`config.mk`:
```
export PLATFORM = sky130hd
export DESIGN_NAME = imem_loader
export DESIGN_NICKNAME = d
export VERILOG_FILES = /design/src/rtl/imem_loader_pkg.sv /design/src/rtl/imem_loader.sv
export SDC_FILE = /design/constraint.sdc
export NUM_CORES = 1
export LEC_CHECK = 0
export ABC_AREA = 0
export CORE_MARGIN = 2
export CORE_UTILIZATION = 58
export DETAILED_ROUTE_END_ITERATION = 7
export DONT_BUFFER_PORTS = 1
export PLACE_DENSITY_LB_ADDON = 0.05
export RECOVER_POWER = 25
export SLEW_MARGIN = 0
export SYNTH_ARGS = -nofsm -noshare
export SYNTH_HDL_FRONTEND = slang
export SYNTH_SLANG_ARGS = --single-unit
```
`constraint.sdc`:
```
create_clock -name clk -period 3.2 [get_ports clk]
set_input_delay 0.64 -clock clk [delete_from_list [all_inputs] [get_ports clk]]
set_output_delay 0.64 -clock clk [all_outputs]
set_load 0.1 [all_outputs]
```
`src/rtl/imem_loader_pkg.sv`:
```
// Shared types and constants for the boot-time instruction memory loader.
// Holds the FSM state encoding, default reset vector and header length.
package imem_loader_pkg;

  typedef enum logic [2:0] {
    HDR   = 3'd0,
    DATA  = 3'd1,
    CHK   = 3'd2,
    FLUSH = 3'd3,
    DONE  = 3'd4,
    ERR   = 3'd5
  } state_e;

  localparam logic [31:0] IMEM_BASE = 32'hBFC00000;
  localparam int          LEN_BYTES = 4;

endpackage

```
`src/rtl/imem_loader.sv`:
```
// Boot loader: length-prefixed byte stream -> byte-wide IMEM writes.
// Ports: clk, rst (sync, high), start, in_valid/in_data/in_ready stream,
//   we/waddr/wdata RAM write, cpu_hold, done, err status levels.
// Optional: IMEM_LOADER_CHECKSUM_EN adds a trailing mod-256 sum byte.
module imem_loader
  import imem_loader_pkg::*;
#(
  parameter int          IMEM_BYTES = 4096,
  parameter logic [31:0] BASE_ADDR  = IMEM_BASE
) (
  input  logic        clk,
  input  logic        rst,
  input  logic        start,
  input  logic        in_valid,
  input  logic [7:0]  in_data,
  output logic        in_ready,
  output logic        we,
  output logic [31:0] waddr,
  output logic [7:0]  wdata,
  output logic        cpu_hold,
  output logic        done,
  output logic        err
);

  localparam int CW = $clog2(IMEM_BYTES) + 1;
  localparam logic [CW-1:0] HDR_LAST = CW'(LEN_BYTES - 1);

`ifdef IMEM_LOADER_CHECKSUM_EN
  localparam state_e PAY_NEXT = CHK;
`else
  localparam state_e PAY_NEXT = FLUSH;
`endif

  state_e          state_q, state_d;
  logic [CW-1:0]   cnt_q, cnt_d;
  logic [31:0]     len_q, len_d;
  logic            we_q, we_d;
  logic [31:0]     waddr_q, waddr_d;
  logic [7:0]      wdata_q, wdata_d;
`ifdef IMEM_LOADER_CHECKSUM_EN
  logic [7:0]      sum_q, sum_d;
`endif

  logic            acc;
  logic [31:0]     len_full;
  logic [CW-1:0]   cnt_inc;

  assign in_ready = (state_q == HDR) |
                    (state_q == DATA) |
                    (state_q == CHK);
  assign acc      = in_valid & in_ready;
  // Little-endian: bytes shift in from the top, first ends in [7:0].
  assign len_full = {in_data, len_q[31:8]};
  assign cnt_inc  = cnt_q + 1'b1;

  always_comb begin
    state_d = state_q;
    cnt_d   = cnt_q;
    len_d   = len_q;
    we_d    = 1'b0;
    waddr_d = waddr_q;
    wdata_d = wdata_q;
`ifdef IMEM_LOADER_CHECKSUM_EN
    sum_d   = sum_q;
`endif
    unique case (state_q)
      HDR: begin
        if (acc) begin
          len_d = len_full;
          cnt_d = cnt_inc;
          if (cnt_q == HDR_LAST) begin
            cnt_d = '0;
            if (len_full > 32'(IMEM_BYTES))
              state_d = ERR;
            else if (len_full == 32'd0)
              state_d = PAY_NEXT;
            else
              state_d = DATA;
          end
        end
      end
      DATA: begin
        if (acc) begin
          we_d    = 1'b1;
          waddr_d = BASE_ADDR + 32'(cnt_q);
          wdata_d = in_data;
          cnt_d   = cnt_inc;
`ifdef IMEM_LOADER_CHECKSUM_EN
          sum_d   = sum_q + in_data;
`endif
          // len fits CW bits: oversize was rejected in HDR.
          if (cnt_inc == len_q[CW-1:0])
            state_d = PAY_NEXT;
        end
      end
`ifdef IMEM_LOADER_CHECKSUM_EN
      CHK: begin
        if (acc)
          state_d = (in_data == sum_q) ? FLUSH : ERR;
      end
`endif
      FLUSH: state_d = DONE;
      DONE, ERR: begin
        if (start) begin
          state_d = HDR;
          cnt_d   = '0;
          len_d   = '0;
`ifdef IMEM_LOADER_CHECKSUM_EN
          sum_d   = '0;
`endif
        end
      end
      default: state_d = HDR;
    endcase
  end

  always_ff @(posedge clk) begin
    if (rst) begin
      state_q <= HDR;
      cnt_q   <= '0;
      len_q   <= '0;
      we_q    <= 1'b0;
      waddr_q <= BASE_ADDR;
      wdata_q <= '0;
`ifdef IMEM_LOADER_CHECKSUM_EN
      sum_q   <= '0;
`endif
    end else begin
      state_q <= state_d;
      cnt_q   <= cnt_d;
      len_q   <= len_d;
      we_q    <= we_d;
      waddr_q <= waddr_d;
      wdata_q <= wdata_d;
`ifdef IMEM_LOADER_CHECKSUM_EN
      sum_q   <= sum_d;
`endif
    end
  end

  assign we       = we_q;
  assign waddr    = waddr_q;
  assign wdata    = wdata_q;
  assign done     = (state_q == DONE);
  assign err      = (state_q == ERR);
  assign cpu_hold = (state_q != DONE);

endmodule

```
## Word level (Yosys, flattened, before mapping)

Cells that the tools add are included.
W data, S select, Z words.

| operators by class | value |
|---|---|
| mux-type cells | 17 |
| reductions and logical operators | 10 |
| $add $sub $neg | 2 |
| order comparisons | 1 |
| bitwise gates (word level) | 4 |
| eq/ne operators | 13 |

Operators by type and width:

| operator | count |
|---|---|
| $mux W32 | 2 |
| $pmux W32 S2 | 1 |
| $mux W13 | 4 |
| $pmux W13 S3 | 1 |
| $add A32 B13 Y32 const A | 1 |
| $gt A32 B13 Y1 const B | 1 |
| $logic_not A32 Y1 | 1 |
| $mux W3 | 6 |
| $add A13 B1 Y13 const B | 1 |
| $eq A13 B13 Y1 | 1 |
| $eq A13 B2 Y1 const B | 1 |
| $pmux W3 S4 | 1 |
| $eq A3 B2 Y1 const B | 2 |
| $eq A3 B3 Y1 const B | 2 |
| $ne A2 B2 Y1 const B | 3 |
| $reduce_and A5 Y1 | 1 |
| $ne A2 B1 Y1 const B | 2 |
| $reduce_and A4 Y1 | 1 |
| $reduce_or A2 Y1 | 2 |
| $eq A3 B1 Y1 const B | 1 |
| $logic_not A3 Y1 | 1 |
| $ne A3 B3 Y1 const B | 1 |
| $reduce_and A3 Y1 | 1 |
| $reduce_bool A3 Y1 | 1 |
| other kinds (7) | 8 |

| storage, ports and cells | value |
|---|---|
| word-level logic and storage cells | 53 |
| output and inout port bits | 45 |
| flip-flop bits (word level) | 89 |

## Logic depth before layout (Yosys ltp)

Gate-level depths: netlist (run 1).

| logic depth | value |
|---|---|
| depth in word-level cells | 6 |
| mapped depth | 8 |

## Least setup slack after synthesis (run 1)

OpenSTA, ideal clock, no wires.

| path | value |
|---|---|
| path kind | reg-to-output |
| start point | reg state_q[0] |
| end point | out done |
| data arrival time | 2089 ps |
| data required time | 2560 ps |
| slack | 471 ps |
| stages on the path, launching flop included | 5 |
| path through | dfxtp_1 > clkbuf_1 > nor2_1 > nand2_1 > inv_1 |

| on the way | value |
|---|---|
| cells in the longest elaborated chain, start to end | 1 |

Ends and longest elaborated chain:

| item | RTL line | source |
|---|---|---|
| start: declaration | imem_loader.sv:34 | `state_e state_q, state_d;` |
| start signal: assignment | imem_loader.sv:129 | `state_q <= state_d;` |
| $eq A3 B3 Y1 | imem_loader.sv:144 | `assign done = (state_q == DONE);` |
| end: declaration | imem_loader.sv:21 | `output logic done,` |

Every way passes these cells.

## Worst setup path after layout (run 1)

| path | value |
|---|---|
| start point | reg state_q[1] |
| end point | reg len_q[28] |

| on the way | value |
|---|---|
| cells in the longest elaborated chain, start to end | 6 |
| elaborated cells on any way between the ends | 14 |

Ends and longest elaborated chain:

| item | RTL line | source |
|---|---|---|
| $eq A3 B1 Y1 or $logic_not A3 Y1 (tied branches) | imem_loader.sv:49, imem_loader.sv:48, imem_loader.sv:66 |  |
| $or A1 B1 Y1 | imem_loader.sv:48 | `assign in_ready = (state_q == HDR) \|` |
| $or A1 B1 Y1 | imem_loader.sv:49 | `(state_q == DATA) \|` |
| $and A1 B1 Y1 | imem_loader.sv:51 | `assign acc = in_valid & in_ready;` |
| $ne A2 B2 Y1 (no line) | -- |  |
| $reduce_and A3 Y1 (no line) | -- |  |
| end signal: assignment | imem_loader.sv:131 | `len_q <= len_d;` |
| end: declaration | imem_loader.sv:36 | `logic [31:0] len_q, len_d;` |

Parallel ways exist; a longest one is shown, timed or not.
A chain may end at the register's enable or synchronous reset.

==> results list, run 1 <==
* Most used flip-flop cell after synthesis: sky130_fd_sc_hd__dfxtp_1
- Final core utilization: 0.610
* Post-CTS repair timing setup buffer count: 0
- After the first detailed-routing iteration, the DRC count stood at 230.
* Routed vias: 2,930
* Tmin final: 2.48 ns
- Placed Instance Area: 0.00336 mm2
- The worst hold path terminates at waddr[9]$_SDFFE_PP0P_.
- Root Buffer Master: sky130_fd_sc_hd__clkbuf_8
- Setup violations remaining at the end of the flow were counted as 0.
- Hold violation total from the final report: 0
- Input/output buffers: 0
- Using the TritonRoute via totals, the vias-per-cell ratio works out to 5.97.
* Die boundary height: 80.9 um
- Once detail routing completed, the nets flagged for antenna violations numbered 0.
- Post-synthesis area per instance: 8.01 um2
- The number of global-route vias before repair is 2,713.
* Cts-stage hold buffer count: 0
- Setup repair after global routing left no endpoint under its margin.
- Post-route total power: 1.81 mW
- Clock buffer count from CTS: 9
- Number of synthesized flops with an enable pin: 0
- At the later pin of the worst-skew pair, clock insertion delay measures 0.35 ns.
- In this run the count of I/O pins placed on the die edge is 57.
- Across every metal layer, demand over resource in global routing totals 0.270.
- Buffers from clock root to sink, at most: 2
- Post-route design area: 0.00355 mm2
- PwrDens: 509 mW/mm2
- Fill cells in the final layout number 566.
- Hold Path Depth: 1
- Clock tree synthesis found a total of 70 sinks.
- Die outline width: 80.9 um
* Number of cell instances on the worst register-to-register path: 6
- # Max-Cap Violations: 0
- Clock-pin slew was measured on the worst setup and hold paths at 0.08 ns.
- Cell area after technology mapping: 0.00343 mm2
* Syn. warnings: 0
- The worst register-to-register path begins at state_q[1]$_SDFFE_PP0P_.
* Hold crit path type: input port to flip-flop
* Final weighted congestion in routability-driven placement: 0.919
- Setup crit end kind: flip-flop
* Synthesized instance count: 428
- The worst register-to-register path has a setup slack of 0.72 ns.
- Across the routed clock network, the largest skew measured is 0.0114 ns.
- Antenna diode instance count: 0
- Largest voltage drop on the vdd net: 0.381 mV
- WL per Instance: 17.0 um
- After synthesis the netlist holds a flip-flop and latch count of 70.
- Initial antenna violation count: 0
* Measured slew at the worst slew-check pin: 1.40 ns
- Critical path class: flip-flop to flip-flop
- Cell variety after synth: 52
* Maximum operating frequency: 403 MHz
- Entering global routing, the biggest net connects 71 pins.
- In this run the critical register-to-register path is captured at len_q[28]$_SDFFE_PP0P_.
- CTS tree: done
* Max transition margin: 0.0647
* Period utilization: 0.775
* Launching element type of the critical path: flip-flop
- Of the synthesized area, sequential elements account for 0.409.
- After floorplanning, the core was sized to cover 0.00582 mm2.
- The wire-length estimate of the detail-placed layout is 5.56 mm.
- The H-tree was split into 3 levels.
- Adding up every negative setup slack in the final design gives 0 ns.
- Result of the run: completed
- Cell leakage power: 1.21 nW
- Of the cells placed in the final design, the portion with a size suffix greater than 1 is 0.0745.
* Slew Limit Fails: 0
- After the flow finishes, the layout carries non-filler instances totaling 491.
- After detailed placement, the design holds a cell count of 475.
- The final layout contains routed wiring with a total length of 8.32 mm.
* DRC violation count after routing: 0
* Wire length of the first global-routing pass: 13.5 mm
* Data required time of the worst path: 3.48 ns
* Initial core utilization: 0.590
- Pre-antenna DRT Iters: 8
- Net count reported at finish: 424
- Share of async-settable or async-resettable flops after synthesis: 0
- Global route total overflow: 0
- Number of gates given a new drive strength after cts: 0
- Relative to the synthesized area, the layout overhead comes to 3.50%.
* Die area: 0.00654 mm2
- Largest fanout on the critical path: 32
- Launch point of the worst hold path: rst
- The initialized floorplan defines 28 standard-cell rows.
- Data arrival time of the critical path: 2.76 ns
[per-layer routing]
metal / track usage / vias to the layer above / share of wire
li1: - / 1445 / -
met1: 0.351 / 1392 / 0.43
met2: 0.425 / 79 / 0.50
met3: 0.0700 / 14 / 0.051
met4: 0.115 / 0 / 0.021
met5: 0 / - / 0
[synthesized netlist by cell type (3+ instances only)]
cell type,count,area (um2)
sky130_fd_sc_hd__or3_1,4,25.0
sky130_fd_sc_hd__nand2_1,57,214
sky130_fd_sc_hd__a211oi_1,3,22.5
sky130_fd_sc_hd__nor2_1,48,180
sky130_fd_sc_hd__nand2b_1,6,37.5
sky130_fd_sc_hd__clkbuf_1,23,86.3
sky130_fd_sc_hd__nand3_1,13,65.1
sky130_fd_sc_hd__nand3b_1,3,22.5
sky130_fd_sc_hd__o21ai_0,7,35.0
sky130_fd_sc_hd__o21ai_1,4,20.0
sky130_fd_sc_hd__xnor2_1,9,78.8
sky130_fd_sc_hd__nor4_1,11,68.8
sky130_fd_sc_hd__dfxtp_1,70,1400
sky130_fd_sc_hd__a311oi_1,5,43.8
sky130_fd_sc_hd__and4_1,3,26.3
sky130_fd_sc_hd__buf_4,21,158
sky130_fd_sc_hd__a22oi_1,33,248
sky130_fd_sc_hd__a21oi_1,43,215
sky130_fd_sc_hd__nor3b_1,5,37.5
sky130_fd_sc_hd__inv_1,8,30.0
sky130_fd_sc_hd__buf_2,8,40.0
sky130_fd_sc_hd__nor3_1,4,20.0
sky130_fd_sc_hd__and2_1,3,18.8
[layout make-up]
class / count / area [um2] / share of cell area
flip-flops and latches: 70 / 1400 / 0.395
well taps: 75 / 93.8 / 0.0264
clock buffers: 9 / 124 / 0.0349
clock inverters: 7 / 73.8 / 0.0208
inverters: 8 / 30.0 / 0.00846
repair buffers: 9 / 60.1 / 0.0169
multi-input cells: 313 / 1770 / 0.498
[critical path, cell delays in order, from the launching register on]
cell and delay (ns):
sky130_fd_sc_hd__dfxtp_1 0.44, sky130_fd_sc_hd__nor2_1 0.33, sky130_fd_sc_hd__inv_1 0.11, sky130_fd_sc_hd__nor2_2 0.11
sky130_fd_sc_hd__clkbuf_1 1.03, sky130_fd_sc_hd__a22oi_1 0.23, sky130_fd_sc_hd__nor2_1 0.16
[flip-flops by register name (all words and copies together), names as in the netlist]
register / count
wdata: 8
cnt_q: 13
waddr: 13
len_q: 32
state_q: 3
we: 1
[worst max path at each step]
stage	start	endpoint	slack [ns]
4_1_cts	cnt_q[0]$_SDFFE_PP0P_	state_q[1]$_SDFFE_PP0P_	0.78
6_report	state_q[1]$_SDFFE_PP0P_	len_q[28]$_SDFFE_PP0P_	0.72
5_1_grt	state_q[1]$_SDFFE_PP0P_	len_q[28]$_SDFFE_PP0P_	0.46
3_3_place_gp	cnt_q[0]$_SDFFE_PP0P_	state_q[1]$_SDFFE_PP0P_	0.88
3_5_place_dp	cnt_q[0]$_SDFFE_PP0P_	state_q[1]$_SDFFE_PP0P_	0.81
2_1_floorplan	state_q[0]$_SDFFE_PP0P_	done	0.47
[logic make-up after synthesis]
logic type                 synth area share
adders and majority gates           0.00365
buffers and inverters                0.0981
AOI/OAI and AO/OA                     0.212
other                               0.00219
DFF                                   0.409
and+or+nand+nor                       0.248
xor gates and xnor gates             0.0281
[through the flow]
step	hold slack [ns]	setup slack, ns
after detailed placement	0.518	0.805
after floorplan	0.485	0.471
after CTS	0.329	0.781
final	0.348	0.721
after global routing	0.336	0.456
after global placement	0.512	0.877
[where the power goes]
group | leakage [nW] | internal (mW) | switching [mW]
clock | 0.0996 | 0.362 | 0.352
sequential | 0.566 | 0.885 | 0.0206
combinational | 0.545 | 0.0321 | 0.153
[cell usage in the layout (no fill, tap or decap), types with 7 or more instances in the layout]
cell type and count:
sky130_fd_sc_hd__nor4_1 11, sky130_fd_sc_hd__a21oi_1 42, sky130_fd_sc_hd__dfxtp_1 70, sky130_fd_sc_hd__nand3_1 13, sky130_fd_sc_hd__buf_4 7, sky130_fd_sc_hd__a22oi_1 33
sky130_fd_sc_hd__inv_1 8, sky130_fd_sc_hd__nand2_1 57, sky130_fd_sc_hd__conb_1 19, sky130_fd_sc_hd__o21ai_0 7, sky130_fd_sc_hd__nor2_1 47, sky130_fd_sc_hd__xnor2_1 9
sky130_fd_sc_hd__clkbuf_8 9
(Power assumes the default switching activity.)
==> run 2, diff against run 1 <==
--- a/config.mk
+++ b/config.mk
@@ -7,7 +7,7 @@
 export LEC_CHECK = 0
 export ABC_AREA = 0
 export CORE_MARGIN = 2
-export CORE_UTILIZATION = 58
+export CORE_UTILIZATION = 57
 export DETAILED_ROUTE_END_ITERATION = 7
 export DONT_BUFFER_PORTS = 1
 export PLACE_DENSITY_LB_ADDON = 0.05
==> constraint.sdc (replaced) <==
create_clock -name clk -period 2.1 [get_ports clk]
set_input_delay 0.42 -clock clk [delete_from_list [all_inputs] [get_ports clk]]
set_output_delay 0.42 -clock clk [all_outputs]
set_load 0.1 [all_outputs]
==> run 2 against run 1 <==
Register-to-register slack lost 0.59 ns. Clock power grew 35%. Die area grew 1.7%. Sequential share of layout area shrank 2.7 points. Power grew 47%. Sequential power grew 51%. First-iteration DRC count grew 15%. Critical path depth shrank 2. Non-clock buffer count grew 40. Utilization grew 4.1 points. Critical path type is now flip-flop to primary output. Critical endpoint is now done.
==> results list, run 2 (synthesis gave the netlist of run 1 again) <==
- Iter 0 DRT Violations: 264 (was 230)
- The highest fanout seen on the critical path was 12 (was 32).
* Overall track demand over capacity in global routing: 0.269 (was 0.270)
- The power per cell area was 696 mW/mm2 (was 509 mW/mm2).
- Antenna-violating nets left: 0 (unchanged)
- Worst setup timing slack at the placement stage: 0.0739 ns (was 0.805 ns)
* Pre-antenna DRT Iters: 5 (was 8)
- The clock root buffer was sky130_fd_sc_hd__clkbuf_8 (unchanged).
- DRC violation count after routing: 0 (unchanged)
- Die boundary height: 81.6 um (was 80.9 um)
- The number of antenna violations at the first check in global routing came to 0 (unchanged).
- The relative area change from synthesis to final layout came to 11.1% (was 3.50%).
- The number of clock sinks seen by CTS was 70 (unchanged).
- Tmin final: 1.99 ns
- Maximum operating frequency: 503 MHz
- Unrepaired setup endpoints after global routing: false (unchanged).
* Clock slew at reported path FFs: 0.08 ns (about the same)
* Largest voltage drop on the vdd net: 0.518 mV (was 0.381 mV)
- The wire length of the first global-routing pass came to 13.7 mm (was 13.5 mm).
* Slew Limit Fails: 0 (unchanged)
* Global route total overflow: 0 (unchanged)
- The number of global-route vias before repair is 2,873 (was 2,713).
* Result of the run: completed (unchanged)
- The measured slew at the worst slew-check pin came to 0.580 ns (was 1.40 ns).
- Most flops, register: len_q (unchanged)
- Hold slack: 0.139 ns (was 0.348 ns)
* Hold violation total from the final report: 0 (unchanged)
- DP Cell Count: 515 (was 475)
* Worst path setup slack after routing: 0.111 ns (was 0.721 ns)
- The routability congestion estimate came to 0.904 (was 0.919).
- The share of post-route cells with drive strength above 1 was 0.175 (was 0.0745).
- Antenna diode instance count: 0 (unchanged)
- Data required time of the worst path: 1.68 ns (was 3.48 ns)
* Final HPWL from detailed placement: 5.85 mm (was 5.56 mm)
- The pin count of the biggest net entering global routing was 71 (unchanged).
- Initial core utilization: 0.586 (was 0.590)
- The chip width came to 81.6 um (was 80.9 um).
* Die area: 0.00665 mm2 (was 0.00654 mm2)
* Max transition margin: 0.613 (was 0.0647)
* Number of gates given a new drive strength after cts: 0 (unchanged)
- The register area came to 0.00140 mm2 (about the same).
- The final total power was 2.65 mW (was 1.81 mW).
* Launching element type of the critical path: flip-flop (unchanged)
- Routed vias: 3,107 (was 2,930)
* Clock skew after layout: 0.0110 ns (was 0.0114 ns)
- The category of the critical setup timing path was flip-flop to primary output (was flip-flop to flip-flop).
- The floorplan core area was 0.00585 mm2 (was 0.00582 mm2).
* Setup crit end kind: primary output (was flip-flop)
- Placed Instance Area: 0.00367 mm2 (was 0.00336 mm2)
- The number of nets in the final layout came to 464 (was 424).
- Input/output buffers: 0 (unchanged)
* Number of setup violations in the final report: 0 (unchanged)
* Commonest non-fill, non-tap cells in the layout: sky130_fd_sc_hd__dfxtp_1, sky130_fd_sc_hd__nand2_1, sky130_fd_sc_hd__nor2_1 (unchanged)
- WL per Instance: 16.0 um (was 17.0 um)
- The type of the most critical hold path was input port to flip-flop (unchanged).
- Number of flip-flops under the largest register name: 32 (unchanged)
* Clock latency on the worst-skew pair: 0.34 ns (was 0.35 ns)
- Count of fill cells added during filler insertion: 533 (was 566)
- Number of H-tree levels: 3 (unchanged)
- # Max-Cap Violations: 0 (unchanged)
- The final standard cell count with taps included and fillers excluded is 531 (was 491).
- I/O pin cnt: 57 (unchanged)
- The leakage power of the design was 1.39 nW (was 1.21 nW).
- Vias per std cell: 5.85 (was 5.97)
* Multi-input logic area: 0.00180 mm2 (was 0.00177 mm2)
- The total of hold buffers inserted after clock tree synthesis was 0 (unchanged).
- Row count: 28 (unchanged)
- Post-CTS repair timing setup buffer count: 0 (unchanged)
- In the finished design, the share of the clock period the worst path needs comes to 0.947.
* Clock buffer count from CTS: 9 (unchanged)
* Post-detailed-routing wire length: 8.50 mm (was 8.32 mm)
- The total non-filler cell area in the finished layout was 0.00381 mm2 (was 0.00355 mm2).
* Buffers from clock root to sink, at most: 2 (unchanged)
- The most frequent standard cell in the layout excluding fill and tap cells was sky130_fd_sc_hd__dfxtp_1 (unchanged).
- CTS tree: done (unchanged)
- The data arrival time of the worst path came to 1.57 ns (was 2.76 ns).
## run 2: changes by cell type in the layout (fill, tap and decap cells not counted), sizes merged
cell | before | now
bufinv | 1 | 0
clkinvlp | 1 | 4
clkinv | 4 | 1
clkbuf | 11 | 33
buf | 7 | 26
## run 2: worst max-delay path, stage by stage (launching register included)
cell and delay (ns):
sky130_fd_sc_hd__dfxtp_1 0.45, sky130_fd_sc_hd__nor2_2 0.30, sky130_fd_sc_hd__nand2_2 0.12, sky130_fd_sc_hd__clkinvlp_4 0.08, sky130_fd_sc_hd__buf_4 0.27
## run 2: metal layers
metal  share of wire  vias up  global-route usage
met5               0        -                   0
met1            0.44     1472               0.339
met3           0.047       19              0.0659
met2            0.48       89               0.447
met4           0.024        0              0.0966
li1                -     1527                   -
## run 2: path summary, 6_finish.rpt
kind / start / endpoint / slack (ns) / cells after the start
worst max-delay path: state_q[1]$_SDFFE_PP0P_ / done / 0.11 / 4
worst min-delay path: rst / waddr[1]$_SDFFE_PP0P_ / 0.14 / 1
worst max register to register: cnt_q[0]$_SDFFE_PP0P_ / state_q[1]$_SDFFE_PP0P_ / 0.13 / 7
worst min register to register: waddr[5]$_SDFFE_PP0P_ / waddr[5]$_SDFFE_PP0P_ / 0.45 / 2
## run 2: per-stage QoR
stage,TNS [ns],util
2_1_floorplan,-0.00897,-
3_3_place_gp,0,0.627
3_5_place_dp,0,0.627
4_1_cts,0,0.656
5_1_grt,0,0.651
6_report,0,0.651
## run 2: report_power, final
part	internal (mW)	total, mW	switching [mW]	leakage, nW
clock	0.435	0.967	0.533	0.0793
combinational	0.0659	0.315	0.249	0.740
sequential	1.35	1.37	0.0220	0.567
## run 2: layout make-up
| class | count | share of cell area |
|---|---|---|
| clock buffers | 10 | 0.0335 |
| clock inverters | 6 | 0.0118 |
| inverters | 8 | 0.00886 |
| multi-input cells | 313 | 0.472 |
| flip-flops and latches | 70 | 0.368 |
| well taps | 75 | 0.0246 |
| repair buffers | 49 | 0.0814 |
==> run 3, diff against run 2 <==
--- a/config.mk
+++ b/config.mk
@@ -11,7 +11,7 @@
 export DETAILED_ROUTE_END_ITERATION = 7
 export DONT_BUFFER_PORTS = 1
 export PLACE_DENSITY_LB_ADDON = 0.05
-export RECOVER_POWER = 25
+export RECOVER_POWER = 50
 export SLEW_MARGIN = 0
 export SYNTH_ARGS = -nofsm -noshare
 export SYNTH_HDL_FRONTEND = slang
==> run 3 against run 2 <==
Maximum frequency up 1.4%. Cell count unchanged. Register-to-register slack better by 0.02 ns. Utilization about the same. Global-route usage unchanged. Critical path type unchanged. Critical endpoint unchanged. Highest routed layer unchanged.
==> results list, run 3 (synthesis gave the netlist of run 1 again) <==
* DP Cell Count: 515 (unchanged)
* Critical path class: flip-flop to primary output (unchanged)
- Hold violation total from the final report: 0 (unchanged)
- Unrepaired setup endpoints after global routing: false (unchanged).
* Cells traversed along the worst timing path: nor2_2 -> nand2_2 -> clkinvlp_4 -> buf_4 (unchanged)
- Global route total overflow: 0 (unchanged)
* Measured slew at the worst slew-check pin: 0.629 ns (was 0.580 ns)
* Post-route total power: 2.65 mW (about the same)
- The chip width came to 81.6 um (unchanged).
* Data arrival time of the critical path: 1.54 ns (was 1.57 ns)
- Number of global-route vias before repair: 2,873 (unchanged)
- Final HPWL from detailed placement: 5.85 mm (unchanged)
- Number of buffers and inverters on the critical path: 2 (unchanged)
- PwrDens: 696 mW/mm2 (about the same)
- Clock slew at reported path FFs: 0.08 ns (about the same)
* I/O pin cnt: 57 (unchanged)
- The wire length of the first global-routing pass came to 13.7 mm (unchanged).
- The clock latency on the worst-skew pair is 0.34 ns (about the same).
- The most frequent standard cell in the layout excluding fill and tap cells is sky130_fd_sc_hd__dfxtp_1 (unchanged).
- The type of destination of the critical path is a primary output (unchanged).
- Maximum number of pins on one net before global-route repair: 71 (unchanged)
- Tmin final: 1.96 ns (was 1.99 ns)
- The number of nets in the final layout came to 464 (unchanged).
* Fraction of final layout cells sized beyond drive strength 1: 0.175 (unchanged)
- The number of port buffers is 0 (unchanged).
- The relative area change from synthesis to final layout is 11.1% (about the same).
* Period utilization: 0.934 (was 0.947)
- The starting density of the core is 0.586 (unchanged).
- Multi-input logic area: 0.00180 mm2 (unchanged)
* Die boundary height: 81.6 um (unchanged)
- Buffers from clock root to sink, at most: 2 (unchanged)
- The count of filler cells inserted in the layout was 533 (unchanged).
- The number of max-slew violations in the final report was 0 (unchanged).
- The category of the worst setup path launch point is a flip-flop (unchanged).
* Row count: 28 (unchanged)
* Number of sinks on the clock net: 70 (unchanged)
- Die area: 0.00665 mm2 (unchanged)
- The maximum frequency from static timing analysis was 510 MHz (was 503 MHz).
* Worst setup timing slack at the placement stage: 0.0739 ns (unchanged)
- Hold crit path type: input port to flip-flop (unchanged)
- The post-detailed-route DRC marker count came to 0 (unchanged).
- Hold slack: 0.141 ns (was 0.139 ns)
- The total of hold buffers inserted after clock tree synthesis was 0 (unchanged).
- Data required time of the worst path: 1.68 ns (about the same)
- The total track usage came to 0.269 (unchanged).
* Iter 0 DRT Violations: 263 (was 264)
* Antenna diode instance count: 0 (unchanged)
- Routed vias: 3,122 (was 3,107)
- The highest fanout seen on the critical path is 12 (unchanged).
- The wire length per cell was 16.0 um (about the same).
- The floorplan core area was 0.00585 mm2 (unchanged).
- CTS tree: done (unchanged)
- Antenna-violating nets left: 0 (unchanged)
- Number of standard cells in the final layout excluding fillers: 531 (unchanged)
- Number of flip-flops under the largest register name: 32 (unchanged)
* Setup TNS: 0 ns (unchanged)
* Number of setup violations in the final report: 0 (unchanged)
- The average via count per standard cell is 5.88 (was 5.85).
- The detailed-route wire length is 8.50 mm (about the same).
- The register area came to 0.00140 mm2 (unchanged).
- Clock skew after layout: 0.0103 ns (was 0.0110 ns)
- The routability congestion estimate was 0.904 (unchanged).
- CP max-delay cell: sky130_fd_sc_hd__dfxtp_1 (unchanged)
- Result of the run: completed (unchanged).
- The number of iterations in the first detailed-routing pass is 5 (unchanged).
* Max transition margin: 0.581 (was 0.613)
- Worst path setup slack after routing: 0.138 ns (was 0.111 ns)
* Cell family with most CP delay: flip-flops (unchanged)
- Largest voltage drop on the vdd net: 0.521 mV (was 0.518 mV)
* Number of H-tree levels: 3 (unchanged)
* Most flops, register: len_q (unchanged)
- Commonest non-fill, non-tap cells in the layout: sky130_fd_sc_hd__dfxtp_1, sky130_fd_sc_hd__nand2_1, sky130_fd_sc_hd__nor2_1 (unchanged)
* Cell leakage power: 1.39 nW (about the same)
- Worst path max stage delay: 0.45 ns (about the same)
* # Max-Cap Violations: 0 (unchanged)
- The number of buffers added by the clock tree synthesis step is 9 (unchanged).
- The clock root buffer was sky130_fd_sc_hd__clkbuf_8 (unchanged).
- Initial antenna violation count: 0 (unchanged)
## run 3: cell types whose count changed in the layout (fill, tap and decap cells not counted)
| cell | change |
|---|---|
| sky130_fd_sc_hd__clkbuf_2 | +1 |
| sky130_fd_sc_hd__buf_4 | -1 |
## run 3: final cells by class
type,instances,share of cell area
Tap cell,75,0.0246
Inverter,8,0.00887
Timing Repair Buffer,49,0.0808
Clock buffer,10,0.0335
Clock inverter,6,0.0118
Sequential cell,70,0.368
Multi-Input combinational cell,313,0.472
## run 3: metal layers
layer,track usage,part of all wire
met3,0.0659,0.047
met1,0.339,0.45
met5,0,0
met2,0.447,0.49
met4,0.0966,0.020
## run 3: final timing paths
| kind | from | slack (ns) | depth (start not counted) | endpoint |
|---|---|---|---|---|
| setup / recovery | state_q[1]$_SDFFE_PP0P_ | 0.14 | 4 | done |
| hold / removal | rst | 0.14 | 1 | waddr[1]$_SDFFE_PP0P_ |
| setup reg to reg | cnt_q[0]$_SDFFE_PP0P_ | 0.15 | 7 | state_q[1]$_SDFFE_PP0P_ |
| hold reg to reg | waddr[5]$_SDFFE_PP0P_ | 0.45 | 2 | waddr[5]$_SDFFE_PP0P_ |
## run 3: repair_timing
action | 4_1_cts | 5_1_grt
setup endpoints to repair | 0 | 15
setup buffers | 0 | 0
endpoints found under the hold margin | 0 | 0
resized for setup | 0 | 7
## run 3: where the power goes
part           internal (mW)  switching, mW
clock network          0.435          0.532
logic                 0.0652          0.249
registers               1.35         0.0220
total                   1.85          0.802
## run 3: metrics by stage
step	util	instance area, um2
2_1_floorplan	-	3500
3_3_place_gp	0.627	3670
3_5_place_dp	0.627	3670
4_1_cts	0.656	3840
5_1_grt	0.651	3810
6_report	0.651	3810
